`src/rtl/uart_pix_packer.sv`:
```
// rtl/uart_pix_packer.sv - UART byte stream to RGB565 pixel packer with FWFT pixel FIFO
// Optional per-frame XOR checksum byte and chk_err output: UART_PIX_CHKSUM_EN
module uart_pix_packer #(
  parameter logic [16:0] PIX_COUNT   = 17'd76_800,
  parameter int          FIFO_DEPTH  = 16,
  parameter logic [15:0] TIMEOUT_CYC = 16'd37_500
) (
  input  logic        clk,
  input  logic        rst,
  input  logic [7:0]  rx_byte,
  input  logic        rx_valid,
  output logic [15:0] pix_data,
  output logic        pix_valid,
  input  logic        pix_ready,
  output logic        frame_start,
  output logic        frame_done,
  output logic        err_ovf,
  output logic        err_timeout
`ifdef UART_PIX_CHKSUM_EN
  ,
  output logic        chk_err
`endif
);
  localparam int          AW      = $clog2(FIFO_DEPTH);
  localparam logic [AW:0] CNT_ONE = {{AW{1'b0}}, 1'b1};

`ifdef UART_PIX_CHKSUM_EN
  typedef enum logic [2:0] {IDLE, HDR, DHI, DLO, CHK} state_t;
`else
  typedef enum logic [1:0] {IDLE, HDR, DHI, DLO} state_t;
`endif

  state_t        state;
  logic [7:0]    pix_hi;
  logic [16:0]   pix_cnt;
  logic [15:0]   to_cnt;
  logic [15:0]   mem [FIFO_DEPTH];
  logic [AW:0]   wr_ptr;
  logic [AW:0]   rd_ptr;
  logic [AW:0]   fifo_cnt;
  logic [AW-1:0] rd_idx_next;
  logic          fifo_full;
  logic          in_frame;
  logic          to_hit;
  logic          push_req;
  logic          do_push;
  logic          do_pop;
  logic [15:0]   push_pix;
`ifdef UART_PIX_CHKSUM_EN
  logic [7:0]    chk_acc;
`endif

  // Pointers carry one wrap bit, so the MSB of the difference means full.
  assign fifo_cnt    = wr_ptr - rd_ptr;
  assign fifo_full   = fifo_cnt[AW];
  assign rd_idx_next = rd_ptr[AW-1:0] + 1'b1;
  assign pix_valid   = (fifo_cnt != '0);
  assign do_pop      = pix_valid & pix_ready;
  assign push_req    = rx_valid & (state == DLO);
  assign do_push     = push_req & (~fifo_full | do_pop);
  assign push_pix    = {pix_hi, rx_byte};

`ifdef UART_PIX_CHKSUM_EN
  assign in_frame = (state == DHI) || (state == DLO) || (state == CHK);
`else
  assign in_frame = (state == DHI) || (state == DLO);
`endif
  // A byte arriving in the hit cycle wins over the timeout.
  assign to_hit = in_frame & ~rx_valid & (to_cnt == TIMEOUT_CYC);

  always_ff @(posedge clk) begin
    if (do_push) mem[wr_ptr[AW-1:0]] <= push_pix;
  end

  always_ff @(posedge clk) begin
    if (rst) begin
      wr_ptr <= '0;
      rd_ptr <= '0;
    end else begin
      if (do_push) wr_ptr <= wr_ptr + 1'b1;
      if (do_pop)  rd_ptr <= rd_ptr + 1'b1;
    end
  end

  // Head register: holds its last value while the FIFO is empty.
  always_ff @(posedge clk) begin
    if (rst) begin
      pix_data <= '0;
    end else if (do_push && (fifo_cnt == '0 || (fifo_cnt == CNT_ONE && do_pop))) begin
      pix_data <= push_pix;
    end else if (do_pop && fifo_cnt != CNT_ONE) begin
      pix_data <= mem[rd_idx_next];
    end
  end

  always_ff @(posedge clk) begin
    if (rst) begin
      state       <= IDLE;
      pix_hi      <= '0;
      pix_cnt     <= '0;
      to_cnt      <= '0;
      frame_start <= 1'b0;
      frame_done  <= 1'b0;
      err_ovf     <= 1'b0;
      err_timeout <= 1'b0;
`ifdef UART_PIX_CHKSUM_EN
      chk_acc     <= '0;
      chk_err     <= 1'b0;
`endif
    end else begin
      frame_start <= 1'b0;
      frame_done  <= 1'b0;

      if (rx_valid) begin
        to_cnt <= 16'd1;
      end else if (in_frame && to_cnt != TIMEOUT_CYC) begin
        to_cnt <= to_cnt + 16'd1;
      end

      if (push_req && !do_push) err_ovf <= 1'b1;

      if (to_hit) begin
        state       <= IDLE;
        err_timeout <= 1'b1;
      end else if (rx_valid) begin
        case (state)
          IDLE: begin
            if (rx_byte == 8'hA5) state <= HDR;
          end
          HDR: begin
            if (rx_byte == 8'h5A) begin
              state       <= DHI;
              frame_start <= 1'b1;
              err_ovf     <= 1'b0;
              err_timeout <= 1'b0;
              pix_cnt     <= '0;
`ifdef UART_PIX_CHKSUM_EN
              chk_acc     <= '0;
`endif
            end else if (rx_byte != 8'hA5) begin
              state <= IDLE;
            end
          end
          DHI: begin
            pix_hi <= rx_byte;
            state  <= DLO;
`ifdef UART_PIX_CHKSUM_EN
            chk_acc <= chk_acc ^ rx_byte;
`endif
          end
          DLO: begin
            // Counts dropped pixels too, so frame alignment survives overflow.
            pix_cnt <= pix_cnt + 17'd1;
`ifdef UART_PIX_CHKSUM_EN
            chk_acc <= chk_acc ^ rx_byte;
`endif
            if (pix_cnt == PIX_COUNT - 17'd1) begin
`ifdef UART_PIX_CHKSUM_EN
              state <= CHK;
`else
              state      <= IDLE;
              frame_done <= 1'b1;
`endif
            end else begin
              state <= DHI;
            end
          end
`ifdef UART_PIX_CHKSUM_EN
          CHK: begin
            chk_err    <= (rx_byte != chk_acc);
            frame_done <= 1'b1;
            state      <= IDLE;
          end
`endif
          default: state <= IDLE;
        endcase
      end
    end
  end

endmodule
```
`config.mk`:
```
export PLATFORM = sky130hd
export DESIGN_NAME = uart_pix_packer
export DESIGN_NICKNAME = d
export VERILOG_FILES = /design/src/rtl/uart_pix_packer.sv
export SDC_FILE = /design/constraint.sdc
export NUM_CORES = 1
export LEC_CHECK = 0
export CAP_MARGIN = 10
export CORE_MARGIN = 2
export CORE_UTILIZATION = 50
export CTS_BUF_LIST = sky130_fd_sc_hd__clkbuf_4 sky130_fd_sc_hd__clkbuf_8
export CTS_CLUSTER_DIAMETER = 30
export CTS_CLUSTER_SIZE = 14
export DETAILED_ROUTE_END_ITERATION = 6
export GPL_TIMING_DRIVEN = 1
export HOLD_SLACK_MARGIN = 0.1
export PLACE_DENSITY = 0.67
export REMOVE_ABC_BUFFERS = 1
export SLEW_MARGIN = 25
export SYNTH_ARGS = -nofsm -noshare
export SYNTH_HDL_FRONTEND = slang
export SYNTH_SLANG_ARGS = --single-unit
```
`constraint.sdc`:
```
create_clock -name clk -period 3.15 [get_ports clk]
set_input_delay 0.63 -clock clk [delete_from_list [all_inputs] [get_ports clk]]
set_output_delay 0.63 -clock clk [all_outputs]
set_load 0.005 [all_outputs]
```
==> results of run 1 <==
-- synthesized netlist by cell type, types with 16 or more instances --
cell type | instances | area [um^2]
xor2_1 | 17 | 149
mux4_2 | 32 | 721
a221o_1 | 16 | 160
edfxtp_1 | 256 | 7690
inv_1 | 17 | 63.8
dfxtp_1 | 73 | 1460
a21oi_1 | 34 | 170
a32oi_1 | 16 | 140
nor2_1 | 77 | 289
nand2_1 | 147 | 552
nand3_1 | 49 | 245
mux2i_1 | 26 | 260
a41oi_1 | 16 | 140
clkbuf_1 | 37 | 139
-- registers in the layout (all words and copies together), names as in the netlist, 2 cells and up --
| signal | flops |
|---|---|
| state | 2 |
| mem | 256 |
| pix_hi | 8 |
| pix_cnt | 17 |
| wr_ptr | 5 |
| to_cnt | 16 |
| pix_data | 16 |
| rd_ptr | 5 |
-- layout by cell type, fill, tap and decap left out, types with 7 or more instances in the layout --
cell and n:
edfxtp_1 256, nand2_1 147, nor2_1 76, dfxtp_1 69, clkbuf_8 61, nand3_1 48, buf_4 47, mux4_2 32
a21oi_1 32, clkdlybuf4s50_1 31, mux2i_1 26, xor2_1 17, a41oi_1 16, a221o_1 16, a32oi_1 16, inv_1 16
xnor2_1 12, o21ai_0 12, or3_1 11, ha_1 11, nor3_1 9, clkinvlp_4 9, nand4_1 8, inv_6 7
clkbuf_4 7, clkinv_2 7, bufinv_16 7
-- worst paths after layout --
path	to	slack [ns]	depth (start not counted)
worst max-delay path	pix_valid	0.13	9
worst min-delay path	err_ovf	0.45	2
worst max register to register	mem[15][7]	0.43	11
worst min register to register	err_ovf	0.45	2
-- kinds of logic (layout without fill, tap and decap cells) --
group / after synthesis / count (layout)
buf+inv: 65 / 210
flops: 329 / 329
mux: 59 / 59
fa+ha+maj: 13 / 13
xor+xnor: 32 / 32
simple gates: 341 / 341
compound gates: 106 / 106
-- critical path, delay by kind of cell, from the launching register on --
family,cells,cell delay [ns]
adders and majority gates,2,0.48
and+or+nand+nor,2,0.37
DFF,1,0.34
buffers and inverters,3,0.34
xor gates and xnor gates,1,0.17
AOI/OAI and AO/OA,1,0.11
-- per-layer routing --
metal / part of all wire, % / vias to the layer above / global-route usage, %
met4: 2.8 / 0 / 7.50
met2: 48 / 242 / 34.7
met5: 0 / - / 0
met3: 5.7 / 58 / 4.04
li1: - / 3754 / -
met1: 43 / 3981 / 29.0
-- cell type report --
class,count,area (um^2)
clock inverters,41,460
inverters,17,63.8
repair buffers,84,774
well taps,335,419
multi-input cells,551,3870
clock buffers,68,892
flip-flops and latches,329,9160
fillers,2022,10400
-- power breakdown --
| part | leakage [nW] | total [W] | switching, W | internal [W] |
|---|---|---|---|---|
| Combinational | 1.74 | 0.00212 | 0.00115 | 0.000968 |
| Sequential | 2.75 | 0.00477 | 0.0000563 | 0.00472 |
| Clock | 0.672 | 0.00443 | 0.00189 | 0.00254 |
-- repair_timing --
action | 4_1_cts | 5_1_grt
gates resized for setup | 14 | 1
pin swaps | 3 | 3
endpoints found under the setup margin | 1 | 1
hold buffers | 0 | 0
buffers inserted | 2 | 0
-- stage by stage --
stage | utilization [%] | total power [W] | cells | area, um^2
finish | 60.2 | 0.0113 | 1425 | 15600
global route | 60.2 | 0.0118 | 1425 | 15600
CTS | 60.2 | 0.0114 | 1425 | 15600
detailed placement | 54.7 | 0.00698 | 1314 | 14200
global placement | 54.7 | 0.00696 | 1314 | 14200
floorplan | - | 0.00617 | 897 | 13000
==> reports/results.ini, run 1 <==
[synthesis]
syn_avg_cell_area_um2 = 14.0
synth_cell_type_count = 58
synth_edf_count = 256
synth-adder-area-share_pct = 1.29
ys_seq_elements = 329
synth_compound_area_share_pct = 5.90
ys.flop_type = edfxtp_1
ys_seq_area_share_pct = 69.3
synth_mux_area_share_pct = 7.52
yosys.area_share.simple_pct = 11.7
synth_cells = 945
synth_top_family_by_area = simple AND/OR/NAND/NOR gates
netlist_area_um2 = 13200
ys_async_sr_fraction_pct = 0
ys_warn_count = 0
yosys.area_share.xor_xnor_pct = 2.24

[clock_tree]
htreeDepth = 2
cts.sinks = 329
cts_tree = built
clockBufferDepth = 3
clkSlewWorstSetupHoldPaths_ns = 0.06
cts_buffers = 58
cts-root-buf = clkbuf_8
clock_latency_ns = 0.60

[grt]
grt_overflow = 0
grt_max_degree = 65
grt_pass1_wl_mm = 45.7
grt_util_all_layers_pct = 21.3
grt_pass1_vias = 8154
antenna_found_initial = 0

[critical_path]
worst_setup_path_start_kind = flip-flop
required_ns = 2.52
critical_path_arrival_ns = 2.39
crit_type = reg2out
max_stage_delay_ns = 0.35
slowest_stage = fa_2
cp_max_fo = 3
r2r_start = wr_ptr[0]
worstPathCellList = inv_2, ha_4, inv_1, fa_2, xor2_1, nor2_1, o221ai_2, or2_4, clkdlybuf4s15_2
worstSetupStartpoint = wr_ptr[0]
endpoint_kind = output port

[place]
place_ws_ns = 0.230
hpwl_mm = 17.7
portBuffers = 32
gp_congestion = 0.801

[worst_hold_path]
hp-start = err_ovf
hold_class = reg2reg

[power]
peakVddDrop_mv = 0.411
p_per_area_nw_per_um2 = 724
leakage_nw = 5.17

[drt]
vias = 8035
routedWlPerCell_um = 20.5
first_pass_iters = 5
drc = 0
vias_per_cell = 5.64
drt_wl_total_mm = 29.2
drt_iter0_drc = 753
ant_nets = 0

[outcome]
status = completed

[final_layout]
syn_to_final_growth_pct = 18.5
nNetsFinal = 1066
final_layout_size_suffix_gt1_share_pct = 20.4
diodes = 0

[sta]
setup_ws_ns = 0.131
maxSlewHeadroom_pct = 50.4
clock_skew_ns = 0.0305
setup_viol = 0
post-route-min-period_ns = 3.02
rsz0062_at_grt = false
worstMarginPinSlew_ns = 0.744
clock.fmax_mhz = 331
period_share_pct = 95.9
hold_viol_final = 0
tns_ns = 0
slew_viol_final = 0
whs_ns = 0.450

[floorplan]
io_pins = 33
initial_core_util_pct = 50.8
chipWidth_um = 166
fp-row-count = 59
die_h_um = 166
dieArea_um2 = 27700
fp.coreArea_um2 = 26000

[job]
drv_cap = 0

Note: power is estimated with default switching activity, not from simulation.
==> inputs of run 2 (changes only) <==
Settings changed: PLACE_DENSITY 0.67 to 0.68.
Clock period 3.15 ns to 3 ns, I/O delays scaled along.
==> reports/results.ini, run 2 (synthesis gave the netlist of run 1 again) <==
[grt]
grt_util_met1_pct = 29.9
grt_overflow = 0
grt_pass1_wl_mm = 45.5
grt_util_all_layers_pct = 21.1
met2_usage_pct = 33.3
grt_max_degree = 81
top_usage_layer = met2
grt_util_met3_pct = 3.90
antenna_found_initial = 0
grt_pass1_vias = 8171

[drt]
first_pass_iters = 7
drt_wl_total_mm = 29.1
ant_nets = 0
routedWlPerCell_um = 20.2
drt_iter0_drc = 658
vias = 8118
vias_per_cell = 5.62
drc = 0

[floorplan]
die_h_um = 166
fp-row-count = 59
chipWidth_um = 166
initial_core_util_pct = 50.8
fp.coreArea_um2 = 26000
dieArea_um2 = 27700
io_pins = 33

[final_layout]
syn_to_final_growth_pct = 20.7
final_cells = 1444
seq_area_um2 = 9150
largest_register_ffs = 256
post-route-util_pct = 61.3
diodes = 0
mostFrequentLayoutCell = edfxtp_1
final_layout_size_suffix_gt1_share_pct = 21.3
final_cell_mix = 256 x edfxtp_1, 147 x nand2_1, 76 x nor2_1, 72 x clkbuf_8, 71 x dfxtp_1
fill_cells = 1972
nNetsFinal = 1079
multi_input_area_um2 = 3870

[job]
drv_cap = 0

[place]
numPlacedInstances = 1318
portBuffers = 32
gp_congestion = 0.789
hpwl_mm = 16.9
place_ws_ns = 0.187

[clock_tree]
cts_buffers = 67
cts_tree = built
clock_latency_ns = 0.57
cts.sinks = 329
cts-root-buf = clkbuf_8
clockBufferDepth = 3
clkSlewWorstSetupHoldPaths_ns = 0.05
htreeDepth = 3

[sta]
tns_ns = 0
setup_viol = 0
post-route-min-period_ns = 2.91
period_share_pct = 97.1
slew_viol_final = 0
worstMarginPinSlew_ns = 0.711
clock.fmax_mhz = 343
setup_ws_ns = 0.0864
maxSlewHeadroom_pct = 52.5
clock_skew_ns = 0.0292
hold_viol_final = 0

[critical_path]
worstSetupStartpoint = rd_ptr[3]
reg2reg_depth = 9
crit_type = reg2out
critical_path_arrival_ns = 2.31
required_ns = 2.40
cp_max_fo = 4
r2r_setup_slack_ns = 0.32
worst_setup_path_start_kind = flip-flop
r2r-end = pix_data[8]
r2r_start = rd_ptr[0]
endpoint_kind = output port
crit_path_end = pix_valid

[worst_hold_path]
hold_class = reg2reg
hold_depth = 2

[power]
peakVddDrop_mv = 0.551
leakage_nw = 5.30
p_per_area_nw_per_um2 = 774
p_total_w = 0.0123

[outcome]
status = completed

[run 2: changes by cell type in the layout (fill, tap and decap cells not counted), moves of 2 or more]
cell      before  now
clkinv_2       7   10
clkbuf_4       7   13
clkbuf_8      61   72
dfxtp_2        3    1
clkinv_1       3    7
inv_6          7    3
buf_12         5   13
clkinv_4       6    1
dfxtp_1       69   71
buf_4         47   43
[run 2: report_power, final]
part / internal (W) / leakage [nW] / switching [W] / total, W
sequential: 0.00496 / 2.75 / 0.0000533 / 0.00501
clock: 0.00312 / 0.766 / 0.00197 / 0.00509
combinational: 0.00103 / 1.78 / 0.00121 / 0.00223
[run 2: routing by layer]
metal	wire length [um]	part of all wire (%)
met3	1820	6.3
met1	13000	45
met2	13800	47
met4	470	1.6
met5	0	0
[run 2: how the worst min path moves through the flow]
stage | start | to | slack, ns
final | err_ovf | err_ovf | 0.45
after global placement | err_ovf | err_ovf | 0.44
after CTS | err_ovf | err_ovf | 0.45
after detailed placement | err_ovf | err_ovf | 0.44
after floorplan | err_ovf | err_ovf | 0.44
after global routing | err_ovf | err_ovf | 0.49
[run 2: what timing repair did]
action | in CTS | in global routing
pin swaps | 4 | 4
buffers inserted | 1 | 1
hold buffers | 0 | 0
gates resized for setup | 13 | 4
setup endpoints to repair | 1 | 1
hold endpoints to repair | 0 | 0
cloned | 0 | 0
[run 2: worst max-delay path, cell delays in order, from the launching register on]
cell and delay, ns:
dfxtp_1 0.36, inv_1 0.11, ha_1 0.37, a21oi_2 0.21, and3_4 0.23, o221ai_2 0.11
or2_4 0.26, buf_6 0.12
[run 2: area by class of cell]
type,instances,share of cell area [%]
well taps,335,2.63
clock inverters,39,2.70
repair buffers,88,5.68
clock buffers,85,6.83
flip-flops and latches,329,57.5
inverters,17,0.416
multi-input cells,551,24.3
[run 2: stage by stage]
step / area [um^2] / hold slack, ns
after floorplan: 13000 / 0.442
after global placement: 14400 / 0.439
after detailed placement: 14400 / 0.442
after CTS: 15900 / 0.455
after global routing: 15900 / 0.490
final: 15900 / 0.453
==> inputs of run 3 (changes only) <==
Settings changed: CTS_CLUSTER_DIAMETER 30 to unset.
==> reports/results.ini, run 3 (synthesis gave the netlist of run 1 again) <==
[outcome]
status = completed

[power]
intPower_w = 0.00832
pwr-share-seq_pct = 44.2
peakVddDrop_mv = 0.474
p_per_area_nw_per_um2 = 727
p_sw_share_pct = 26.5
leakage_nw = 5.13
p_clk_share_pct = 36.1
comb_power_share_pct = 19.7
p_switching_w = 0.00300

[sta]
maxSlewHeadroom_pct = 53.0
whs_ns = 0.453
slew_viol_final = 0
period_share_pct = 95.7
clock.fmax_mhz = 348
hold_viol_final = 0
setup_viol = 0
setup_ws_ns = 0.130
clock_skew_ns = 0.0257
post-route-min-period_ns = 2.87
worstMarginPinSlew_ns = 0.705

[drt]
drt_wl_total_mm = 28.9
ant_nets = 0
vias_per_cell = 5.70
vias = 8088
drt_iter0_drc = 667
first_pass_iters = 7
routedWlPerCell_um = 20.3
drc = 0

[final_layout]
syn_to_final_growth_pct = 18.0
final_layout_size_suffix_gt1_share_pct = 19.4
post-route-util_pct = 59.9
nNetsFinal = 1065
final_cell_mix = 256 x edfxtp_1, 147 x nand2_1, 76 x nor2_1, 71 x dfxtp_1, 59 x clkbuf_8
fill_cells = 1980
diodes = 0
mostFrequentLayoutCell = edfxtp_1
largest_register_ffs = 256
design_area_um2 = 15600

[grt]
grt_util_met3_pct = 3.90
grt_util_all_layers_pct = 20.8
antenna_found_initial = 0
top_usage_layer = met2
grt_overflow = 0
grt_pass1_wl_mm = 45.1
grt_pass1_vias = 8034
grt_max_degree = 81
grt_util_met1_pct = 29.7
met2_usage_pct = 33.4

[clock_tree]
cts-root-buf = clkbuf_8
htreeDepth = 2
cts_tree = built
clock_latency_ns = 0.58
clkSlewWorstSetupHoldPaths_ns = 0.06
holdBufCountCts = 0
cts_buffers = 53
cts.sinks = 329
clockBufferDepth = 3

[floorplan]
io_pins = 33
chipWidth_um = 166
dieArea_um2 = 27700
fp-row-count = 59
fp.coreArea_um2 = 26000
die_h_um = 166
initial_core_util_pct = 50.8

[critical_path]
cp_max_fo = 3
endpoint_kind = output port
critical_path_arrival_ns = 2.27
worst_setup_path_start_kind = flip-flop
crit_type = reg2out
required_ns = 2.40

[place]
gp_congestion = 0.789
hpwl_mm = 16.9
placed_cell_area_um2 = 14400
portBuffers = 32
place_ws_ns = 0.187

[worst_hold_path]
hold_class = reg2reg

[job]
drv_cap = 0

run 3: worst paths after layout:
check | startpoint | end | slack [ns] | depth (start not counted)
worst max-delay path | wr_ptr[0] | pix_valid | 0.13 | 9
worst min-delay path | err_ovf | err_ovf | 0.45 | 2
worst max register to register | rd_ptr[0] | pix_data[12] | 0.31 | 9
worst min register to register | err_ovf | err_ovf | 0.45 | 2
run 3: power by group through the flow:
| stage | combinational (W) | clock, W | sequential (W) |
|---|---|---|---|
| finish | 0.00222 | 0.00409 | 0.00501 |
| global route | 0.00239 | 0.00436 | 0.00502 |
| CTS | 0.00219 | 0.00415 | 0.00501 |
| detailed placement | 0.00219 | 0 | 0.00510 |
| global placement | 0.00217 | 0 | 0.00510 |
| floorplan | 0.00131 | 0 | 0.00517 |
run 3: final cells by class:
class	count	area, um^2	share of cell area, %
Clock buffer	75	932	5.99
Sequential cell	329	9150	58.8
Multi-Input combinational cell	551	3880	24.9
Inverter	17	66.3	0.426
Tap cell	335	419	2.69
Timing Repair Buffer	88	898	5.77
Clock inverter	25	224	1.44
run 3: metrics by stage:
step	total power (W)	TNS (ns)	cells
after floorplan	0.00648	-379.31	897
after global placement	0.00727	0	1318
after detailed placement	0.00729	0	1318
after CTS	0.0114	0	1419
after global routing	0.0118	-0.000312	1420
final	0.0113	0	1420
run 3: worst max-delay path: stages, from the launching register on:
cell,delay (ns)
dfxtp_4,0.35
inv_4,0.06
ha_4,0.12
inv_2,0.03
fa_2,0.35
nand3_2,0.10
and3_4,0.20
o221ai_2,0.11
or2_4,0.26
buf_2,0.13
run 3: layer usage:
metal	up-vias	share of wire (%)
met4	0	1.5
met1	4013	44
met5	-	0
li1	3745	-
met2	289	47
met3	41	7.3
run 3: timing repair:
action | 4_1_cts | 5_1_grt
setup buffers | 1 | 1
gates cloned | 0 | 0
resized for setup | 14 | 3
pin swaps | 4 | 5
endpoints found under the setup margin | 1 | 1
==> RTL change (config.mk and constraints of run 1) <==
The parameter `FIFO_DEPTH` goes from 16 to 32.
--- a/src/rtl/uart_pix_packer.sv
+++ b/src/rtl/uart_pix_packer.sv
@@ -3,5 +3,5 @@
 module uart_pix_packer #(
   parameter logic [16:0] PIX_COUNT   = 17'd76_800,
-  parameter int          FIFO_DEPTH  = 16,
+  parameter int          FIFO_DEPTH  = 32,
   parameter logic [15:0] TIMEOUT_CYC = 16'd37_500
 ) (
Check against the original RTL: no difference found for any inputs over 4 cycles, from zero or initial values and one cycle with rst high; that may be too few to reach the edited logic, so the function may still have changed.
==> RTL change against run 1 <==
  * Area after synthesis up 78%
  * Sequential power up 78%
  * Setup slack worse by 110 ps
  * Cell area up 81%
  * Via count up 61%
  * Critical path depth unchanged
  * Sequential cell count up 258
  * Total power up 75%
  * Wire length up 87%
  * Critical path type unchanged
  * Largest power group is now clock
  * Highest routed layer is now met5
==> RTL change: results (changes against run 1) <==
Parameter                              Value

Power
  Switching power total ... 4.81 mW (+55%)
  Sequential share of power ... 0.430 (+0.009)
  IR Drop Worst-Case VDD ... 0.000528 V (+28%)
  Clock network fraction of total power ... 0.444 (+0.053)

Yosys
  Post-synthesis compound-gate area fraction ... 0.0406 (-0.0183)
  Multiplexer share of the synthesized area ... 0.138 (+0.0627)
  Proportion of synthesized chip area in sequential cells ... 0.719 (+0.0260)
  Mean cell area of the mapped netlist ... 17.7 µm² (+27%)
  Number of enable-type register cells in the synthesized netlist ... 512 (+100%)
  Post-Synth XOR/XNOR Area ... 0.0159 (-0.00643)

Worst setup path
  Max FO, Critical Path ... 2 (-1)
  Endpoint of the most critical register-to-register path ... pix_data[2]
  Worst-case register-to-register setup slack ... 130 ps (-300 ps)
  Data arrival time of the worst path ... 2500 ps (+110 ps)

Global route
  First-pass GRT wire length ... 81700 µm (+79%)
  Met3 routing resource usage after global routing ... 0.0583 (+0.0179)
  Initial antenna violation count ... 1 (+1)
  GR Layer Usage met2 ... 0.366 (+0.0188)
  Largest net degree at the start of global routing ... 69 (+6.2%)

Finish
  Number of fill cells in the layout ... 3382 (+67%)
  Count of placed standard cells in the final layout, fillers left out ... 2211 (+55%)
  Count of nets after finishing ... 1535 (+44%)

Drt
  Amount of wire on met2 after detailed routing ... 26100 µm (+86%)
  Total via count in the routed design ... 12900 (+61%)
  Iter 0 DRT Violations ... 1234 (+64%)
  Wire length on met1 ... 21800 µm (+72%)
  WL/cell ... 24.7 µm (+20%)
  Met3 layer wire length in the routed design ... 4270 µm (+160%)

Placed design
  Hpwl dp ... 31700 µm (+79%)
  Area after detailed placement ... 25400 µm² (+79%)
  RePlAce Congestion ... 0.846 (+5.6%)

Clock network
  Number of gates given a new drive strength after cts ... 17 (+3)
  H-tree lvl count ... 3 (+1)
  Clock network latency to the later pin of the worst-skew pair ... 690 ps (+90 ps)
  Number of setup buffers added after CTS ... 3 (+1)
  Total CTS buffers ... 109 (+88%)

STA
  Worst clock skew on the final layout ... 27.1 ps (-3.35 ps)
  Hold WS ... 493 ps (+43.6 ps)
  Max Freq ... 0.320 GHz (-3.4%)
  Max-slew headroom ... 0.541 (+0.0370)

Status
  Outcome ... finished clean
[RTL change: cell count changes in the layout (fill, tap and decap cells not counted), sizes merged, moves of 37 or more]
cell / delta
buf: +52
clkbuf: +53
edfxtp: +256
mux4: +96
nand2: -64
nor2: +37
[RTL change: worst reg2reg max path: stages, from the launching register on]
cell	delay [ps]
sky130_fd_sc_hd__dfxtp_4	350
sky130_fd_sc_hd__buf_4	170
sky130_fd_sc_hd__buf_16	200
sky130_fd_sc_hd__ha_4	440
sky130_fd_sc_hd__buf_4	280
sky130_fd_sc_hd__mux4_2	320
sky130_fd_sc_hd__mux2i_1	350
sky130_fd_sc_hd__o22ai_1	260
sky130_fd_sc_hd__nor4_2	380
sky130_fd_sc_hd__o32ai_2	130
[RTL change: cell type report]
cell class                 count  area share
inverter                      30     0.00398
clock buffer                 119      0.0568
tap                          607      0.0269
timing repair buffer         137      0.0557
clock inverter                87      0.0381
sequential                   587       0.597
multi-input combinational    644       0.222
